===== src/rtl/tmds_encoder.sv =====
// DVI TMDS 8b/10b encoder for one colour channel: transition minimisation plus
// running-disparity DC balancing, with control-period symbols when de is low.
module tmds_encoder (
  input  logic       clk25,
  input  logic       reset,
  input  logic       de,
  input  logic [7:0] data,
  input  logic [1:0] ctrl,
  output logic [9:0] symbol,
  output logic [5:0] disparity
);

  localparam logic [9:0] CTRL_00 = 10'b1101010100;
  localparam logic [9:0] CTRL_01 = 10'b0010101011;
  localparam logic [9:0] CTRL_10 = 10'b0101010100;
  localparam logic [9:0] CTRL_11 = 10'b1010101011;

  function automatic logic [3:0] popcount8(input logic [7:0] v);
    logic [3:0] n;
    n = 4'd0;
    for (int i = 0; i < 8; i++) begin
      n = n + {3'b000, v[i]};
    end
    return n;
  endfunction

  // XOR or XNOR chain, whichever yields fewer transitions; bit 8 flags XOR.
  function automatic logic [8:0] minimise(input logic [7:0] d);
    logic [3:0] n1;
    logic       use_xnor;
    logic [8:0] q;
    n1       = popcount8(d);
    use_xnor = (n1 > 4'd4) || ((n1 == 4'd4) && (d[0] == 1'b0));
    q        = 9'd0;
    q[0]     = d[0];
    for (int i = 1; i < 8; i++) begin
      if (use_xnor) begin
        q[i] = ~(q[i-1] ^ d[i]);
      end else begin
        q[i] = q[i-1] ^ d[i];
      end
    end
    q[8] = ~use_xnor;
    return q;
  endfunction

  logic              in_de_q, in_de_d;
  logic [7:0]        in_data_q, in_data_d;
  logic [1:0]        in_ctrl_q, in_ctrl_d;
  logic [8:0]        qm_q, qm_d;
  logic [3:0]        n1q_q, n1q_d;
  logic              de1_q, de1_d;
  logic [1:0]        ctrl1_q, ctrl1_d;
  logic [9:0]        symbol_q, symbol_d;
  logic signed [5:0] cnt_q, cnt_d;
  logic signed [5:0] n1s, n0s, diff;

  // Input capture and transition minimisation; data is zeroed in blanking so
  // undriven pixel values never reach the encoder state.
  always_comb begin
    in_de_d   = de;
    in_data_d = de ? data : 8'h00;
    in_ctrl_d = ctrl;
    qm_d      = minimise(in_data_q);
    n1q_d     = popcount8(qm_d[7:0]);
    de1_d     = in_de_q;
    ctrl1_d   = in_ctrl_q;
  end

  // DC balancing against the running disparity, or control symbol selection.
  always_comb begin
    n1s      = $signed({2'b00, n1q_q});
    n0s      = 6'sd8 - n1s;
    diff     = n1s - n0s;
    symbol_d = CTRL_00;
    cnt_d    = 6'sd0;
    if (!de1_q) begin
      cnt_d = 6'sd0;
      case (ctrl1_q)
        2'b00:   symbol_d = CTRL_00;
        2'b01:   symbol_d = CTRL_01;
        2'b10:   symbol_d = CTRL_10;
        default: symbol_d = CTRL_11;
      endcase
    end else if ((cnt_q == 6'sd0) || (diff == 6'sd0)) begin
      symbol_d = {~qm_q[8], qm_q[8], qm_q[8] ? qm_q[7:0] : ~qm_q[7:0]};
      cnt_d    = qm_q[8] ? (cnt_q + diff) : (cnt_q - diff);
    end else if (((cnt_q > 6'sd0) && (diff > 6'sd0)) ||
                 ((cnt_q < 6'sd0) && (diff < 6'sd0))) begin
      symbol_d = {1'b1, qm_q[8], ~qm_q[7:0]};
      cnt_d    = cnt_q - diff + (qm_q[8] ? 6'sd2 : 6'sd0);
    end else begin
      symbol_d = {1'b0, qm_q[8], qm_q[7:0]};
      cnt_d    = cnt_q + diff - (qm_q[8] ? 6'sd0 : 6'sd2);
    end
  end

  // Pipeline registers; reset discards anything in flight.
  always_ff @(posedge clk25) begin
    if (reset) begin
      in_de_q   <= 1'b0;
      in_data_q <= 8'h00;
      in_ctrl_q <= 2'b00;
      qm_q      <= 9'd0;
      n1q_q     <= 4'd0;
      de1_q     <= 1'b0;
      ctrl1_q   <= 2'b00;
      symbol_q  <= CTRL_00;
      cnt_q     <= 6'sd0;
    end else begin
      in_de_q   <= in_de_d;
      in_data_q <= in_data_d;
      in_ctrl_q <= in_ctrl_d;
      qm_q      <= qm_d;
      n1q_q     <= n1q_d;
      de1_q     <= de1_d;
      ctrl1_q   <= ctrl1_d;
      symbol_q  <= symbol_d;
      cnt_q     <= cnt_d;
    end
  end

  assign symbol    = symbol_q;
  assign disparity = cnt_q;

endmodule

===== config.mk =====
export PLATFORM = sky130hd
export DESIGN_NAME = tmds_encoder
export DESIGN_NICKNAME = d
export VERILOG_FILES = /design/src/rtl/tmds_encoder.sv
export SDC_FILE = /design/constraint.sdc
export NUM_CORES = 1
export LEC_CHECK = 0
export ABC_AREA = 1
export CORE_MARGIN = 3
export CORE_UTILIZATION = 45
export CTS_CLUSTER_DIAMETER = 30
export DETAILED_ROUTE_END_ITERATION = 10
export GPL_TIMING_DRIVEN = 0
export PLACE_DENSITY = 0.65
export SLEW_MARGIN = 20
export SYNTH_ARGS = -nofsm -noshare
export SYNTH_HDL_FRONTEND = slang
export SYNTH_SLANG_ARGS = --single-unit

===== constraint.sdc =====
create_clock -name clk25 -period 7.09 [get_ports clk25]
set_clock_uncertainty 0.15 [all_clocks]
set_input_delay 1.418 -clock clk25 [delete_from_list [all_inputs] [get_ports clk25]]
set_output_delay 1.418 -clock clk25 [all_outputs]
set_load 0.01 [all_outputs]

==> impl_metrics.ini, run 1 <==
[place]
placed_area_um2 = 3280
dp_cells = 492
place.gp.congestion = 0.850
dp_hpwl_mm = 4.51
post-place-ws_ps = 1030
port_buffers = 27

[run]
max_cap_violations = 0

[grt]
grt_usage_pct = 16.2
grt_pass1_vias = 2203
overflow = 0
grt_start_max_net_pins = 14
antenna_found_initial = 0
grt_first_pass_wirelength_mm = 9.66

[min_path]
hold_path_class = reg -> reg

[floorplan]
start_util_pct = 47.9
core-area_um2 = 6100
die_x_um = 86.5
die_area_um2 = 7490
ios = 29
die_height_um = 86.5
fp-row-count = 28

[clocking]
cts_buffer_depth = 2
root_buffer = clkbuf_8
clkTransAtPathRegs_ps = 80
ctsResizeCount = 0
cts-hold-fix-buffers = 0
clkLatencyLatePin_ps = 300
numCtsBuffers = 5
cts_tree = built
ctsHtreeMaxLevel = 2
clock_sinks = 43
post_cts_buffers = 0

[critical_path]
crit_path_max_incr_delay_ps = 570
worstSetupPathType = reg -> reg
cp_cell_sequence = inv_1 > fa_1 > fa_1 > fa_1 > inv_1 > ha_1 > fa_1 > nor2_1 > nand2_1 > nand2_1 > nand2_1 > xor2_2 > fa_1 > nand3b_1 > nand2_1 > inv_1 > ha_1 > fa_1 > ha_1 > inv_1 > fa_1 > xor2_1 > nor2_1
cp_top_family = adder cells
crit_top_cell = fa_1
cp.required_ps = 7120
crit_path_start_kind = flip-flop
crit_arrival_ps = 6100
critPathBufInv = 4
worst-path-max-fanout = 6
cp_slowest_cell = fa_1
worst_setup_path_end_kind = flip-flop

[synth]
netlist_area_um2 = 2920
synth_area_per_cell_um2 = 7.48
netlist_instances = 390
ys_types = 31
syn-num-nets = 442
ys.warnings.count = 0
ys_ff_latch = 43
synth_top_area_cell = dfxtp_1
synth_area_leaders = dfxtp_1 30%, ha_1 13%, inv_1 11%, nand2_1 6.9%, nand3_1 6.2%
yosys.area.top_type_share_pct = 29.5
yosysSeqAreaShare_pct = 29.5

[drt]
drt_iter0_drc = 92
drcViolationCount = 0
via_per_inst = 4.79
drtAntennaViolNets = 0
wire_per_inst_um = 11.1
vias = 2397
drt_wl_total_mm = 5.54
dr.pass1.iters = 4

[final_layout]
drive_gt1_share_pct = 7.29
nFillCells = 604
syn_to_final_growth_pct = 15.4
final_cells = 500
nets = 476
final_cell_area_um2 = 3370
n_antenna_cell = 0

[power_and_ir_drop]
vdd_drop_max_mv = 0.250
power.total_mw = 1.32
cellPowerDensity_nw_per_um2 = 392
leakage_nw = 1.71

[timing]
fmax_ghz = 0.165
fin_setup_tns_ps = 0
fin_ws_ps = 1020
hold_viol_final = 0
drv_slew = 0
rsz0062_at_grt = false
slew_headroom_pct = 67.4
worst_pin_slew_ps = 487
final.min_clock_period_ps = 6070
setup_viol = 0
fin_crit_sh_pct = 85.6

[status]
status = completed
## per-layer routing
metal	GRT usage, %	routed length, um	part of all wire [%]
met1	20.1	2540	46
met5	0	0	0
met2	27.2	2600	47
met4	7.51	174	3.1
met3	3.04	232	4.2
## cells in the final DEF (no fill, tap or decap), types with 2 or more instances in the layout
cell / count
inv_1: 82
nand2_1: 54
dfxtp_1: 43
nor2_1: 41
nand3_1: 36
ha_1: 31
clkdlybuf4s50_1: 27
o21ai_0: 17
a21oi_1: 17
xor2_1: 12
nand2_2: 8
fa_1: 8
nand3b_1: 5
clkbuf_1: 5
o31ai_1: 5
clkbuf_8: 5
xnor2_1: 4
xor2_2: 3
inv_2: 2
nand3_2: 2
buf_2: 2
nand4_1: 2
o211ai_1: 2
## flip-flops by register name (all words and copies together), names as in the netlist
| register | count |
|---|---|
| symbol | 10 |
| qm_q | 9 |
| in_data_q | 8 |
| disparity | 6 |
| n1q_q | 4 |
| ctrl1_d | 2 |
| ctrl1_q | 2 |
| de1_d | 1 |
| de1_q | 1 |
## worst reg2reg max path, stage by stage, from the launching register on
cell	delay [ps]
dfxtp_1	370
inv_1	120
fa_1	570
fa_1	430
fa_1	500
inv_1	40
ha_1	200
fa_1	430
nor2_1	100
nand2_1	50
nand2_1	60
nand2_1	180
xor2_2	350
fa_1	480
nand3b_1	190
nand2_1	80
inv_1	40
ha_1	270
fa_1	510
ha_1	170
inv_1	50
fa_1	380
xor2_1	140
nor2_1	50
## through the flow
stage / utilization, % / hold slack (ps)
after CTS: 55.2 / 258
final: 55.2 / 258
after detailed placement: 53.8 / 246
after floorplan: - / 238
after global routing: 55.2 / 267
after global placement: 53.8 / 244
## where the power goes
group / internal [mW] / total [mW] / switching, mW
sequential: 0.265 / 0.285 / 0.0199
clock: 0.0689 / 0.155 / 0.0862
combinational: 0.337 / 0.879 / 0.542
## final timing paths
check / start / end / slack [ps] / depth (start not counted)
hold / removal: de1_d$_SDFF_PP0_ / de1_q$_SDFF_PP0_ / 260 / 2
hold reg to reg: de1_d$_SDFF_PP0_ / de1_q$_SDFF_PP0_ / 260 / 2
setup / recovery: in_data_q[0]$_SDFF_PP0_ / n1q_q[2]$_SDFF_PP0_ / 1020 / 23
setup reg to reg: in_data_q[0]$_SDFF_PP0_ / n1q_q[2]$_SDFF_PP0_ / 1020 / 23
## area by class of cell
cell class / instances / area, um2 / share of cell area, %
Multi-Input combinational cell: 256 / 1710 / 50.7
Sequential cell: 43 / 861 / 25.6
Inverter: 84 / 315 / 9.36
Timing Repair Buffer: 27 / 270 / 8.03
Tap cell: 75 / 93.8 / 2.79
Clock buffer: 6 / 72.6 / 2.16
Buffer: 7 / 36.3 / 1.08
Clock inverter: 2 / 12.5 / 0.372
## cells in the mapped netlist
cell type	count
inv_1	82
nand2_1	54
dfxtp_1	43
nor2_1	41
nand3_1	36
ha_1	31
a21oi_1	17
o21ai_0	17
xor2_1	12
fa_1	8
nand2_2	8
nand3b_1	5
o31ai_1	5
clkbuf_1	4
xnor2_1	4
xor2_2	3
buf_2	2
inv_2	2
nand3_2	2
nand4_1	2
o211ai_1	2
a21o_1	1
a21oi_4	1
a31o_2	1
a31oi_1	1
buf_6	1
nand2_4	1
nor2_4	1
o21ai_1	1
or2_2	1
xnor2_2	1
## cell families after synthesis
kind of cell	Yosys count	share of synthesized area, %
flip-flops	43	29.5
AND/OR/NAND/NOR	151	23.5
buffers and inverters	91	12.0
AO/OA/AOI/OAI	46	9.13
adder cells (fa/ha/maj)	39	18.8
XOR/XNOR	20	7.03
Power figures use the tool's default switching activity.
==> run 2, diff against run 1 <==
CORE_MARGIN = unset   (was 3)
==> run 2 against run 1 <==
Routed wire length is 0.60% higher; worst hold slack better by 1.8 ps; combinational power is 0.6% higher; cell count stayed put; global-route usage is 2.0 points higher; fmax is 0.87% higher; total power is 1.1% higher; design area is 0.22% higher; clock-buffer cell count is 1 lower; first-iteration DRC count is 39% higher; register-to-register slack better by 50 ps; critical endpoint unchanged; largest power group unchanged; highest routed layer unchanged.
==> impl_metrics.ini, run 2 (synthesis results as in run 1) <==
[clocking]
clkLatencyLatePin_ps = 300
ctsResizeCount = 0
cts_tree = built
numCtsBuffers = 5
ctsHtreeMaxLevel = 2
clkTransAtPathRegs_ps = 90
cts_buffer_depth = 2
post_cts_buffers = 0
root_buffer = clkbuf_8
clock_sinks = 43
cts-hold-fix-buffers = 0

[critical_path]
reg2reg_from = in_data_q[0]$_SDFF_PP0_
crit_arrival_ps = 6050
crit_top_cell = fa_1
worstSetupPathType = reg -> reg
cp.required_ps = 7130
regToRegEndpoint = n1q_q[2]$_SDFF_PP0_
worst-path-max-fanout = 6
cp_slowest_cell = fa_1
worst_setup_path_end_kind = flip-flop
cp_cell_sequence = inv_1 > fa_1 > fa_1 > fa_1 > inv_1 > ha_1 > fa_1 > nor2_1 > nand2_1 > nand2_1 > nand2_1 > xor2_2 > fa_1 > nand3b_1 > nand2_1 > inv_1 > ha_1 > fa_1 > ha_1 > inv_1 > fa_1 > xor2_1 > nor2_1
crit_path_max_incr_delay_ps = 570
ff2ff_path_depth = 23
ff2ff_setup_slack_ps = 1070
crit_path_start_kind = flip-flop

[floorplan]
die_area_um2 = 6810
ios = 29
fp-row-count = 28
die_height_um = 82.5
core-area_um2 = 6100
die_x_um = 82.5
start_util_pct = 47.9

[final_layout]
multiInputGateArea_um2 = 1710
syn_to_final_growth_pct = 15.7
largest_reg_flops = 10
final_util_pct = 55.4
nets = 476
drive_gt1_share_pct = 7.53
n_antenna_cell = 0
layout_common_cells = 82 x inv_1, 54 x nand2_1, 43 x dfxtp_1, 41 x nor2_1, 36 x nand3_1
regArea_um2 = 861
final_common_cell = inv_1
nFillCells = 602

[min_path]
hold_end = ctrl1_q[0]$_SDFF_PP0_
hold_path_class = reg -> reg
hold_path.startpoint = ctrl1_d[0]$_SDFF_PP0_
min_path_cells = 2

[drt]
vias = 2406
wl_met3_um = 180
drt_wl_total_mm = 5.58
via_per_inst = 4.81
wire_per_inst_um = 11.2
drtAntennaViolNets = 0
route.top_layer_used = met4
drt_iter0_drc = 128
wl_met1_mm = 2.65
dr.pass1.iters = 4
wl_met2_mm = 2.72
drcViolationCount = 0

[timing]
rsz0062_at_grt = false
fin_crit_sh_pct = 84.9
fin_setup_tns_ps = 0
setup_viol = 0
final.min_clock_period_ps = 6020
worst_pin_slew_ps = 479
drv_slew = 0
fin_hold_ws_ps = 259
slew_headroom_pct = 67.7
hold_viol_final = 0
fmax_ghz = 0.166

[power_and_ir_drop]
power.total_mw = 1.33
leakage_nw = 1.71
vdd_drop_max_mv = 0.221
cellPowerDensity_nw_per_um2 = 395

[place]
dp_hpwl_mm = 4.49
port_buffers = 27
place.gp.congestion = 0.892

[grt]
antenna_found_initial = 0
grt_usage_pct = 18.3
overflow = 0
grt_start_max_net_pins = 16
grt_first_pass_wirelength_mm = 9.47
grt_pass1_vias = 2181

[status]
status = completed

[run]
max_cap_violations = 0
run 2: stage by stage:
| stage | instances | area [um2] | setup slack [ps] |
|---|---|---|---|
| 6_report | 500 | 3370 | 1070 |
| 5_1_grt | 500 | 3370 | 623 |
| 4_1_cts | 500 | 3370 | 1010 |
| 3_5_place_dp | 492 | 3280 | 1030 |
| 3_3_place_gp | 492 | 3280 | 1070 |
| 2_1_floorplan | 390 | 2920 | 1470 |
run 2: worst max-delay path by stage:
stage | endpoint | cells after the start | from
6_report | n1q_q[2]$_SDFF_PP0_ | 23 | in_data_q[0]$_SDFF_PP0_
5_1_grt | n1q_q[2]$_SDFF_PP0_ | 23 | in_data_q[0]$_SDFF_PP0_
4_1_cts | n1q_q[2]$_SDFF_PP0_ | 23 | in_data_q[0]$_SDFF_PP0_
3_5_place_dp | n1q_q[2]$_SDFF_PP0_ | 23 | in_data_q[0]$_SDFF_PP0_
3_3_place_gp | n1q_q[2]$_SDFF_PP0_ | 23 | in_data_q[0]$_SDFF_PP0_
2_1_floorplan | n1q_q[2]$_SDFF_PP0_ | 23 | in_data_q[0]$_SDFF_PP0_
run 2: critical path: cells and delay by family, from the launching register on:
kind | cells | cell delay [ps]
XOR/XNOR | 2 | 490
adder cells (fa/ha/maj) | 10 | 3930
buffers and inverters | 4 | 250
AND/OR/NAND/NOR | 7 | 730
flip-flops | 1 | 370
run 2: area by class of cell:
class,count,share of cell area [%]
repair buffers,27,8.01
well taps,75,2.78
multi-input cells,256,50.5
flip-flops and latches,43,25.5
clock inverters,3,0.704
clock buffers,5,2.04
plain buffers,7,1.08
inverters,84,9.34
run 2: where the power goes:
part,total (mW),internal [mW],switching (mW),leakage (nW)
Clock,0.165,0.0705,0.0942,0.0408
Sequential,0.285,0.265,0.0200,0.354
Combinational,0.884,0.333,0.550,1.32
run 2: per-layer routing:
| layer | GRT usage [%] | vias to the layer above |
|---|---|---|
| met2 | 31.3 | 42 |
| met1 | 23.6 | 1085 |
| met3 | 4.29 | 5 |
| met5 | 0 | - |
| met4 | 3.10 | 0 |
| li1 | - | 1274 |
==> run 3, diff against run 2 <==
PLACE_DENSITY = 0.68   (was 0.65)
clock period = 5.1 ns   (was 7.09 ns; I/O delays follow)
==> run 3 against run 2 <==
The flow now finishes with violations (negative setup slack); highest routed layer unchanged; via count up 2.4%; critical endpoint is now n1q_q[1]$_SDFF_PP0_; worst hold slack lost 4.1 ps; setup slack got worse by 1600 ps; sequential power grew 39%; combinational power rose by 47%; clock-buffer cell count is 1 higher; non-clock buffer count is 13 higher; cell count grew 2.6%; largest cell class unchanged.
==> impl_metrics.ini, run 3 (synthesis results as in run 1) <==
[drt]
wire_per_inst_um = 11.3
drcViolationCount = 0
via_per_inst = 4.80
vias = 2464
drt_wl_total_mm = 5.78
drt_iter0_drc = 86
drtAntennaViolNets = 0
dr.pass1.iters = 4

[final_layout]
final_common_cell = inv_1
final_util_pct = 58.6
largest_reg_flops = 10
layout_common_cells = 76 x inv_1, 52 x nand2_1, 41 x nor2_1, 40 x dfxtp_1, 36 x nand3_1
regArea_um2 = 865
final_cells = 513
n_antenna_cell = 0
drive_gt1_share_pct = 14.4
nFillCells = 579
multiInputGateArea_um2 = 1780
nets = 489
final_cell_area_um2 = 3570
syn_to_final_growth_pct = 22.5

[timing]
fmax_ghz = 0.177
setup_viol = 4
worst_pin_slew_ps = 463
fin_hold_ws_ps = 255
fin_crit_sh_pct = 111
final.min_clock_period_ps = 5660
hold_viol_final = 0
rsz0062_at_grt = true
fin_ws_ps = -564
slew_headroom_pct = 68.9
drv_slew = 0

[place]
port_buffers = 27
dp_cells = 492
place.gp.congestion = 0.861
post-place-ws_ps = -711
dp_hpwl_mm = 4.51
placed_area_um2 = 3290

[clocking]
clkLatencyLatePin_ps = 300
numCtsBuffers = 5
cts_buffer_depth = 2
clkTransAtPathRegs_ps = 80
cts-hold-fix-buffers = 0
root_buffer = clkbuf_8
clock_sinks = 43
ctsHtreeMaxLevel = 2
cts_tree = built

[grt]
overflow = 0
grt_usage_pct = 19.1
antenna_found_initial = 0
grt_pass1_vias = 2283
grt_start_max_net_pins = 14
grt_first_pass_wirelength_mm = 9.78

[floorplan]
die_area_um2 = 6810
die_height_um = 82.5
start_util_pct = 47.9
core-area_um2 = 6100
ios = 29
fp-row-count = 28
die_x_um = 82.5

[critical_path]
cp_top_family = adder cells
crit_path_start_kind = flip-flop
cp_slowest_cell = fa_1
ff2ff_path_depth = 22
critPathBufInv = 4
ff2ff_setup_slack_ps = -560
worstSetupPathType = reg -> reg
regToRegEndpoint = n1q_q[1]$_SDFF_PP0_
crit_top_cell = fa_1
cp.required_ps = 5120
worst-path-max-fanout = 4
cp_cell_sequence = inv_2 > fa_1 > fa_1 > fa_1 > inv_1 > ha_2 > fa_1 > nor2_1 > nand2_1 > nand2_2 > nand2_4 > xor2_4 > fa_1 > nand3b_1 > nand2_1 > inv_2 > ha_4 > fa_1 > ha_4 > inv_2 > fa_2 > nor2_1
crit_path_max_incr_delay_ps = 550
worst_setup_path_end_kind = flip-flop
reg2reg_from = in_data_q[3]$_SDFF_PP0_
crit_arrival_ps = 5690

[power_and_ir_drop]
leakage_nw = 1.80
cellPowerDensity_nw_per_um2 = 551
vdd_drop_max_mv = 0.383

[min_path]
hold_path.startpoint = ctrl1_d[0]$_SDFF_PP0_
min_path_cells = 2
hold_path_class = reg -> reg
hold_end = ctrl1_q[0]$_SDFF_PP0_

[status]
violations = negative setup slack
status = finished, violations left

[run]
max_cap_violations = 0
run 3: changes by cell type in the layout (fill, tap and decap cells not counted), moves of 2 or more:
cell	change
dfxtp_1	-3
dfxtp_2	+3
inv_1	-6
buf_4	+12
ha_1	-3
clkinvlp_4	-2
ha_4	+2
nand2_1	-2
inv_2	+6
run 3: through the flow:
stage / total power, mW / setup TNS [ps]
after floorplan: 1.39 / -724
after global placement: 1.59 / -1840
after detailed placement: 1.63 / -2000
after CTS: 1.95 / -1440
after global routing: 2.18 / -2330
final: 1.97 / -1540
run 3: area by class of cell:
class | count | share of cell area, %
Multi-Input combinational cell | 256 | 49.7
Sequential cell | 43 | 24.2
Timing Repair Buffer | 40 | 10.4
Inverter | 84 | 8.82
Tap cell | 75 | 2.63
Clock buffer | 6 | 2.31
Buffer | 7 | 1.02
Clock inverter | 2 | 0.980
run 3: how the worst max path moves through the flow:
stage,end,from,cells past startpoint,slack (ps)
after floorplan,n1q_q[2]$_SDFF_PP0_,in_data_q[0]$_SDFF_PP0_,23,-380
after global placement,n1q_q[2]$_SDFF_PP0_,in_data_q[0]$_SDFF_PP0_,23,-690
after detailed placement,n1q_q[2]$_SDFF_PP0_,in_data_q[0]$_SDFF_PP0_,23,-710
after CTS,n1q_q[1]$_SDFF_PP0_,in_data_q[3]$_SDFF_PP0_,22,-560
after global routing,n1q_q[2]$_SDFF_PP0_,in_data_q[3]$_SDFF_PP0_,23,-740
final,n1q_q[1]$_SDFF_PP0_,in_data_q[3]$_SDFF_PP0_,22,-560
run 3: what timing repair did:
| item | CTS | global route |
|---|---|---|
| pin swaps | 8 | 8 |
| hold endpoints to repair | 0 | 0 |
| setup buffers | 8 | 5 |
| setup endpoints to repair | 4 | 4 |
| resized for setup | 12 | 4 |
run 3: worst min-delay path, cell delays in order, from the launching register on:
cell,delay [ps]
dfxtp_1,300
inv_1,40
nor2_1,30
run 3: metal layers:
| layer | global-route usage, % | wire length [um] | vias up |
|---|---|---|---|
| met4 | 6.38 | 36 | 0 |
| met2 | 35.4 | 2980 | 37 |
| met1 | 21.9 | 2600 | 1125 |
| li1 | - | - | 1298 |
| met3 | 3.41 | 157 | 4 |
| met5 | 0 | 0 | - |
run 3: power by group:
| group | internal (mW) | switching, mW | total, mW | leakage (nW) |
|---|---|---|---|---|
| combinational | 0.509 | 0.788 | 1.30 | 1.39 |
| clock | 0.158 | 0.118 | 0.276 | 0.0612 |
| sequential | 0.369 | 0.0277 | 0.397 | 0.355 |
| total | 1.04 | 0.933 | 1.97 | 1.80 |
